--- config.mk ---
export PLATFORM = sky130hd
export DESIGN_NAME = pipeline_debug_controller
export DESIGN_NICKNAME = d
export VERILOG_FILES = /design/src/rtl/pipeline_debug_controller.sv
export SDC_FILE = /design/constraint.sdc
export NUM_CORES = 1
export LEC_CHECK = 0
export ABC_AREA = 1
export CELL_PAD_IN_SITES_DETAIL_PLACEMENT = 2
export CELL_PAD_IN_SITES_GLOBAL_PLACEMENT = 2
export CORE_MARGIN = 2
export CORE_UTILIZATION = 32
export CTS_CLUSTER_SIZE = 16
export DETAILED_ROUTE_END_ITERATION = 7
export PLACE_DENSITY = 0.78
export SETUP_SLACK_MARGIN = 0.3
export SYNTH_ARGS = -nofsm -noshare
export SYNTH_HDL_FRONTEND = slang
export SYNTH_SLANG_ARGS = --single-unit
--- constraint.sdc ---
create_clock -name i_clk -period 8.65 [get_ports i_clk]
set_clock_uncertainty 0.15 [all_clocks]
set_input_delay 1.73 -clock i_clk [delete_from_list [all_inputs] [get_ports i_clk]]
set_output_delay 1.73 -clock i_clk [all_outputs]
set_load 0.01 [all_outputs]
--- src/rtl/pipeline_debug_controller.sv ---
// pipeline_debug_controller
// Host-link sequencer for the 5-stage MIPS pipeline: loads instruction words
// from the rx byte stream, runs or single-steps the pipeline through its
// global enable, then streams PC, cycle count and the register file back
// over tx, least-significant byte first.
// Optional macro DEBUG_ABORT_EN: an 'A' byte received during RUN stops the
// pipeline and starts the dump, exactly as a halt would.
module pipeline_debug_controller #(
    parameter int N_BITS         = 32,
    parameter int N_REG_BITS     = 5,
    parameter int IMEM_ADDR_BITS = 8
) (
    input  logic                      i_clk,
    input  logic                      i_reset,
    input  logic [7:0]                i_rx_data,
    input  logic                      i_rx_valid,
    output logic [7:0]                o_tx_data,
    output logic                      o_tx_valid,
    input  logic                      i_tx_ready,
    output logic                      o_imem_we,
    output logic [IMEM_ADDR_BITS-1:0] o_imem_addr,
    output logic [N_BITS-1:0]         o_imem_data,
    output logic                      o_pipe_enable,
    input  logic                      i_halt,
    input  logic [N_BITS-1:0]         i_pc,
    output logic [N_REG_BITS-1:0]     o_reg_addr,
    input  logic [N_BITS-1:0]         i_reg_data,
    output logic                      o_busy
);

    localparam int BYTES   = N_BITS / 8;
    localparam int BIDX_W  = (BYTES > 1) ? $clog2(BYTES) : 1;
    localparam int N_WORDS = 2 + (1 << N_REG_BITS);   // PC, cycles, registers
    localparam int WIDX_W  = N_REG_BITS + 2;
    localparam int CNT_W   = 9;                        // word count 1..256

    localparam logic [7:0] CMD_LOAD  = 8'h4C;
    localparam logic [7:0] CMD_RUN   = 8'h43;
    localparam logic [7:0] CMD_STEP  = 8'h53;
    localparam logic [7:0] CMD_ABORT = 8'h41;

    typedef enum logic [2:0] {
        S_IDLE,
        S_LOAD_CNT,
        S_LOAD,
        S_RUN,
        S_STEP,
        S_DUMP
    } state_t;

    state_t                    r_state;
    state_t                    w_state_nxt;

    logic [7:0]                r_tx_data;
    logic                      r_tx_valid;
    logic                      r_imem_we;
    logic [IMEM_ADDR_BITS-1:0] r_imem_addr;
    logic [N_BITS-1:0]         r_imem_data;
    logic                      r_pipe_en;
    logic [N_REG_BITS-1:0]     r_reg_addr;
    logic                      r_busy;

    logic [N_BITS-1:0]         r_cycle;      // enabled-cycle counter
    logic [IMEM_ADDR_BITS-1:0] r_waddr;      // next instruction word to write
    logic [CNT_W-1:0]          r_words_left;
    logic [BIDX_W-1:0]         r_byte_idx;   // byte position within load word
    logic [N_BITS-1:0]         r_asm;        // load word being assembled
    logic [N_BITS-1:0]         r_pc;         // PC captured on dump entry
    logic [WIDX_W-1:0]         r_dump_word;
    logic [BIDX_W-1:0]         r_dump_byte;
    logic [N_BITS-1:0]         r_shift;      // remaining bytes of dump word

    logic                      w_abort;
    logic                      w_load_last_byte;
    logic                      w_dump_last;
    logic                      w_tx_xfer;
    logic [N_BITS-1:0]         w_word_sel;
    logic [N_BITS-1:0]         w_load_word;

`ifdef DEBUG_ABORT_EN
    assign w_abort = (r_state == S_RUN) && i_rx_valid && (i_rx_data == CMD_ABORT);
`else
    assign w_abort = 1'b0;
`endif

    assign w_load_last_byte = (r_byte_idx == BIDX_W'(BYTES - 1));
    assign w_dump_last      = (r_dump_word == WIDX_W'(N_WORDS - 1)) &&
                              (r_dump_byte == BIDX_W'(BYTES - 1));
    assign w_tx_xfer        = r_tx_valid && i_tx_ready;
    assign w_load_word      = {i_rx_data, r_asm[N_BITS-1:8]};

    // Source of the dump word whose first byte is about to be presented
    always_comb begin
        w_word_sel = i_reg_data;
        if (r_dump_word == WIDX_W'(0))
            w_word_sel = r_pc;
        else if (r_dump_word == WIDX_W'(1))
            w_word_sel = r_cycle;
    end

    // Next-state decode
    always_comb begin
        w_state_nxt = r_state;
        case (r_state)
            S_IDLE: begin
                if (i_rx_valid) begin
                    if (i_rx_data == CMD_LOAD)      w_state_nxt = S_LOAD_CNT;
                    else if (i_rx_data == CMD_RUN)  w_state_nxt = S_RUN;
                    else if (i_rx_data == CMD_STEP) w_state_nxt = S_STEP;
                end
            end
            S_LOAD_CNT: if (i_rx_valid) w_state_nxt = S_LOAD;
            S_LOAD: begin
                if (i_rx_valid && w_load_last_byte && (r_words_left == CNT_W'(1)))
                    w_state_nxt = S_IDLE;
            end
            S_RUN:  if (i_halt || w_abort) w_state_nxt = S_DUMP;
            S_STEP: w_state_nxt = S_DUMP;
            S_DUMP: if (w_tx_xfer && w_dump_last) w_state_nxt = S_IDLE;
            default: w_state_nxt = S_IDLE;
        endcase
    end

    // State register
    always_ff @(posedge i_clk or posedge i_reset) begin
        if (i_reset) r_state <= S_IDLE;
        else         r_state <= w_state_nxt;
    end

    // Datapath and registered outputs
    always_ff @(posedge i_clk or posedge i_reset) begin
        if (i_reset) begin
            r_tx_data    <= '0;
            r_tx_valid   <= 1'b0;
            r_imem_we    <= 1'b0;
            r_imem_addr  <= '0;
            r_imem_data  <= '0;
            r_pipe_en    <= 1'b0;
            r_reg_addr   <= '0;
            r_busy       <= 1'b0;
            r_cycle      <= '0;
            r_waddr      <= '0;
            r_words_left <= '0;
            r_byte_idx   <= '0;
            r_asm        <= '0;
            r_pc         <= '0;
            r_dump_word  <= '0;
            r_dump_byte  <= '0;
            r_shift      <= '0;
        end else begin
            r_imem_we <= 1'b0;
            r_busy    <= (w_state_nxt != S_IDLE);
            if (r_pipe_en)
                r_cycle <= r_cycle + N_BITS'(1);

            case (r_state)
                S_IDLE: begin
                    if (i_rx_valid && (i_rx_data == CMD_RUN || i_rx_data == CMD_STEP))
                        r_pipe_en <= 1'b1;
                end
                S_LOAD_CNT: begin
                    if (i_rx_valid) begin
                        r_words_left <= (i_rx_data == 8'h00) ? CNT_W'(256)
                                                             : CNT_W'(i_rx_data);
                        r_cycle      <= '0;
                        r_waddr      <= '0;
                        r_byte_idx   <= '0;
                    end
                end
                S_LOAD: begin
                    if (i_rx_valid) begin
                        r_asm      <= w_load_word;
                        r_byte_idx <= r_byte_idx + BIDX_W'(1);
                        if (w_load_last_byte) begin
                            r_imem_we    <= 1'b1;
                            r_imem_addr  <= r_waddr;
                            r_imem_data  <= w_load_word;
                            r_waddr      <= r_waddr + IMEM_ADDR_BITS'(1);
                            r_words_left <= r_words_left - CNT_W'(1);
                        end
                    end
                end
                S_RUN, S_STEP: begin
                    if (w_state_nxt == S_DUMP) begin
                        r_pipe_en   <= 1'b0;
                        r_pc        <= i_pc;
                        r_dump_word <= '0;
                        r_dump_byte <= '0;
                        r_reg_addr  <= '0;
                        r_tx_valid  <= 1'b0;
                    end
                end
                S_DUMP: begin
                    if (!r_tx_valid) begin
                        // Present the next byte; a new word is sampled on its first byte
                        r_tx_valid <= 1'b1;
                        if (r_dump_byte == BIDX_W'(0)) begin
                            r_tx_data <= w_word_sel[7:0];
                            r_shift   <= w_word_sel >> 8;
                        end else begin
                            r_tx_data <= r_shift[7:0];
                            r_shift   <= r_shift >> 8;
                        end
                    end else if (i_tx_ready) begin
                        r_tx_valid <= 1'b0;
                        if (r_dump_byte == BIDX_W'(BYTES - 1)) begin
                            r_dump_byte <= '0;
                            r_dump_word <= r_dump_word + WIDX_W'(1);
                            // Word w+1 holds register w-1; settle the address early
                            if (r_dump_word != WIDX_W'(0))
                                r_reg_addr <= N_REG_BITS'(r_dump_word - WIDX_W'(1));
                        end else begin
                            r_dump_byte <= r_dump_byte + BIDX_W'(1);
                        end
                    end
                end
                default: ;
            endcase
        end
    end

    assign o_tx_data     = r_tx_data;
    assign o_tx_valid    = r_tx_valid;
    assign o_imem_we     = r_imem_we;
    assign o_imem_addr   = r_imem_addr;
    assign o_imem_data   = r_imem_data;
    assign o_pipe_enable = r_pipe_en;
    assign o_reg_addr    = r_reg_addr;
    assign o_busy        = r_busy;

endmodule
==> metrics <==
final setup fails 0; slew margin rel. 24.3%; Starting Density 32.6%; die height ~180 um; drt pass-1 iters 4; pre-CTS WS slightly above 4 ns; Final period util 48.4%; outcome complete, no violations; via-per-instance ratio 4.99; Fin. Hold Viols 0; register area 5000 um^2; initial antenna violation count 2; post-synthesis sequential area ratio 50.0%; cts repair resizes 0; Peak VDD IR 0.138 mV; Ports 134; Antenna diodes 0; fin cells 1837; CTS Root Cell clkbuf_16; Initial DRC Count 390; Startpoint Class primary input; P_leak ~0.0060 uW; via count about 9200; share of cells above drive strength 1 5.27%; post-route ant nets 0; first-pass GRT wire length 56.5 mm; Sink Count 200; CTS Buf Count 17; hpwl dp roughly 25 mm; post-layout util 39.9%; Required @ worst endpoint 8.85 ns; global route overflow 0; CP arrival approximately 4.4 ns; Die X between 150 and 200 um; Mapped Cells 1324; Final nets 1516; Post-Syn Area 10000 um^2; TritonCTS clock tree done; fmax 239 MHz; hold slack 0.338 ns; Avg Cell Area, Syn 7.56 um^2; WL final 34.8 mm; pin count of the biggest net entering global routing 130; worst setup margin 4.47 ns; gpl congestion 0.790; Bufs on Longest Clock Path 2; FF+latch count, synth 200; vias in the first global route 10200; Synthesis Warnings 0; port bufs 133; Least-Margin Pin Slew around 1.1 ns; # DRC 0; commonest cells after routing, fill and taps aside nand2_1, dfrtp_1, clkdlybuf4s50_1; Sum Neg Setup Slack 0 ns; Wirelength per Cell roughly 19 um; worst-path fanout max 70; Cell Rows between 60 and 70; postcts setup bufs 0; Final Critical Period 4.18 ns; CTS Hold Bufs 0; hold crit path type flip-flop to flip-flop; placeable core area 30700 um^2; clock slew at reported path FFs 0.08 ns; H-Tree Depth 4; Final Slew Violations 0; max cap viols 0; kind of critical path primary input to flip-flop; Die ar. roughly 33000 um^2; Placed Cells approximately 1800; commonest non-fill, non-tap cell in the layout nand2_1; distinct cell type count after synthesis 34; pwr dens roughly 260 nW/um^2; RSZ-0062 raised after global routing no; crit path capture type flip-flop; worst-skew pair later-pin latency 0.45 ns; Layout fillers 3578; Synth-to-Final Area Change 22.4%; GRT Util Overall 21.8%; Multi-input gate area 4230 um^2; syn nets 1412
layout make-up:
class                   count  area share, %
flip-flops and latches    200           40.9
inverters                 144           4.49
clock inverters            13           1.27
clock buffers              19           3.70
well taps                 396           4.05
repair buffers            137           11.1
multi-input cells         928           34.5
per-layer routing:
| metal | vias to the layer above | global-route usage, % | share of wire (%) |
|---|---|---|---|
| met2 | 131 | 38.8 | 51 |
| met3 | 34 | 4.11 | 3.5 |
| met5 | - | 0 | 0.069 |
| met4 | 4 | 5.71 | 1.7 |
| met1 | 4604 | 27.1 | 43 |
| li1 | 4389 | - | - |
cells in the mapped netlist, drive strengths merged:
| cell | count | share of area [%] |
|---|---|---|
| a21oi | 77 | 4.0 |
| nand2 | 450 | 17 |
| a211oi | 1 | 0.12 |
| o21ai | 155 | 7.8 |
| inv | 144 | 5.4 |
| o22ai | 9 | 0.56 |
| dfrtp | 200 | 50 |
| nand4 | 7 | 0.44 |
| buf | 22 | 1.2 |
| o31ai | 2 | 0.25 |
| nor4 | 2 | 0.12 |
| nand3 | 44 | 2.4 |
| o211ai | 3 | 0.22 |
| xor2 | 14 | 1.2 |
| nor2 | 132 | 5.2 |
| ha | 11 | 1.4 |
| a31oi | 2 | 0.12 |
| clkbuf | 30 | 1.1 |
| nor3 | 17 | 1.1 |
| xnor2 | 2 | 0.18 |
where the power goes:
part / total, uW / leakage (uW) / internal (uW) / switching [uW]
registers: 1400 / 0.00232 / 1190 / 217
logic: 965 / 0.00336 / 401 / 564
clock network: 849 / 0.000292 / 429 / 420
sequential cells by signal (all words and copies together) (netlist names):
register and count:
r_state 3, o_imem_we 1, o_tx_valid 1, o_busy 1, r_asm 24, r_pc 32, o_reg_addr 5, o_tx_data 8
o_imem_data 32, r_words_left 9, r_dump_word 7, r_dump_byte 2, o_imem_addr 8, r_shift 24, o_pipe_enable 1, r_waddr 8
r_byte_idx 2, r_cycle 32
worst max-delay path, stage by stage:
cell and delay (ns):
clkdlybuf4s50_1 0.79, nand2_1 0.10, nor2_1 0.66, inv_2 0.68, o21ai_0 0.40
cells by family after synthesis:
group,share of synthesized area [%]
buf+inv,7.76
compound gates,13.0
simple gates,26.4
flops,50.0
xor+xnor,1.40
fa+ha+maj,1.37
metrics by stage:
step | total power [uW] | area (um^2)
final | 3220 | 12200
after global routing | 3430 | 12200
after global placement | 2320 | 11600
after detailed placement | 2390 | 11600
after CTS | 3260 | 12200
after floorplan | 1920 | 10000
worst paths after layout:
kind	startpoint	endpoint	slack (ns)	cells after the start
min reg2reg	r_asm[9]	o_imem_data[1]	0.34	2
min	r_asm[9]	o_imem_data[1]	0.34	2
min in group asynchronous	i_reset	o_imem_data[5]	1.72	2
max	i_rx_valid	o_imem_data[29]	4.47	5
max reg2reg	r_dump_word[0]	r_shift[4]	5.52	7
max in group asynchronous	i_reset	r_pc[28]	4.99	3
Note: power is estimated with default switching activity, not from simulation.
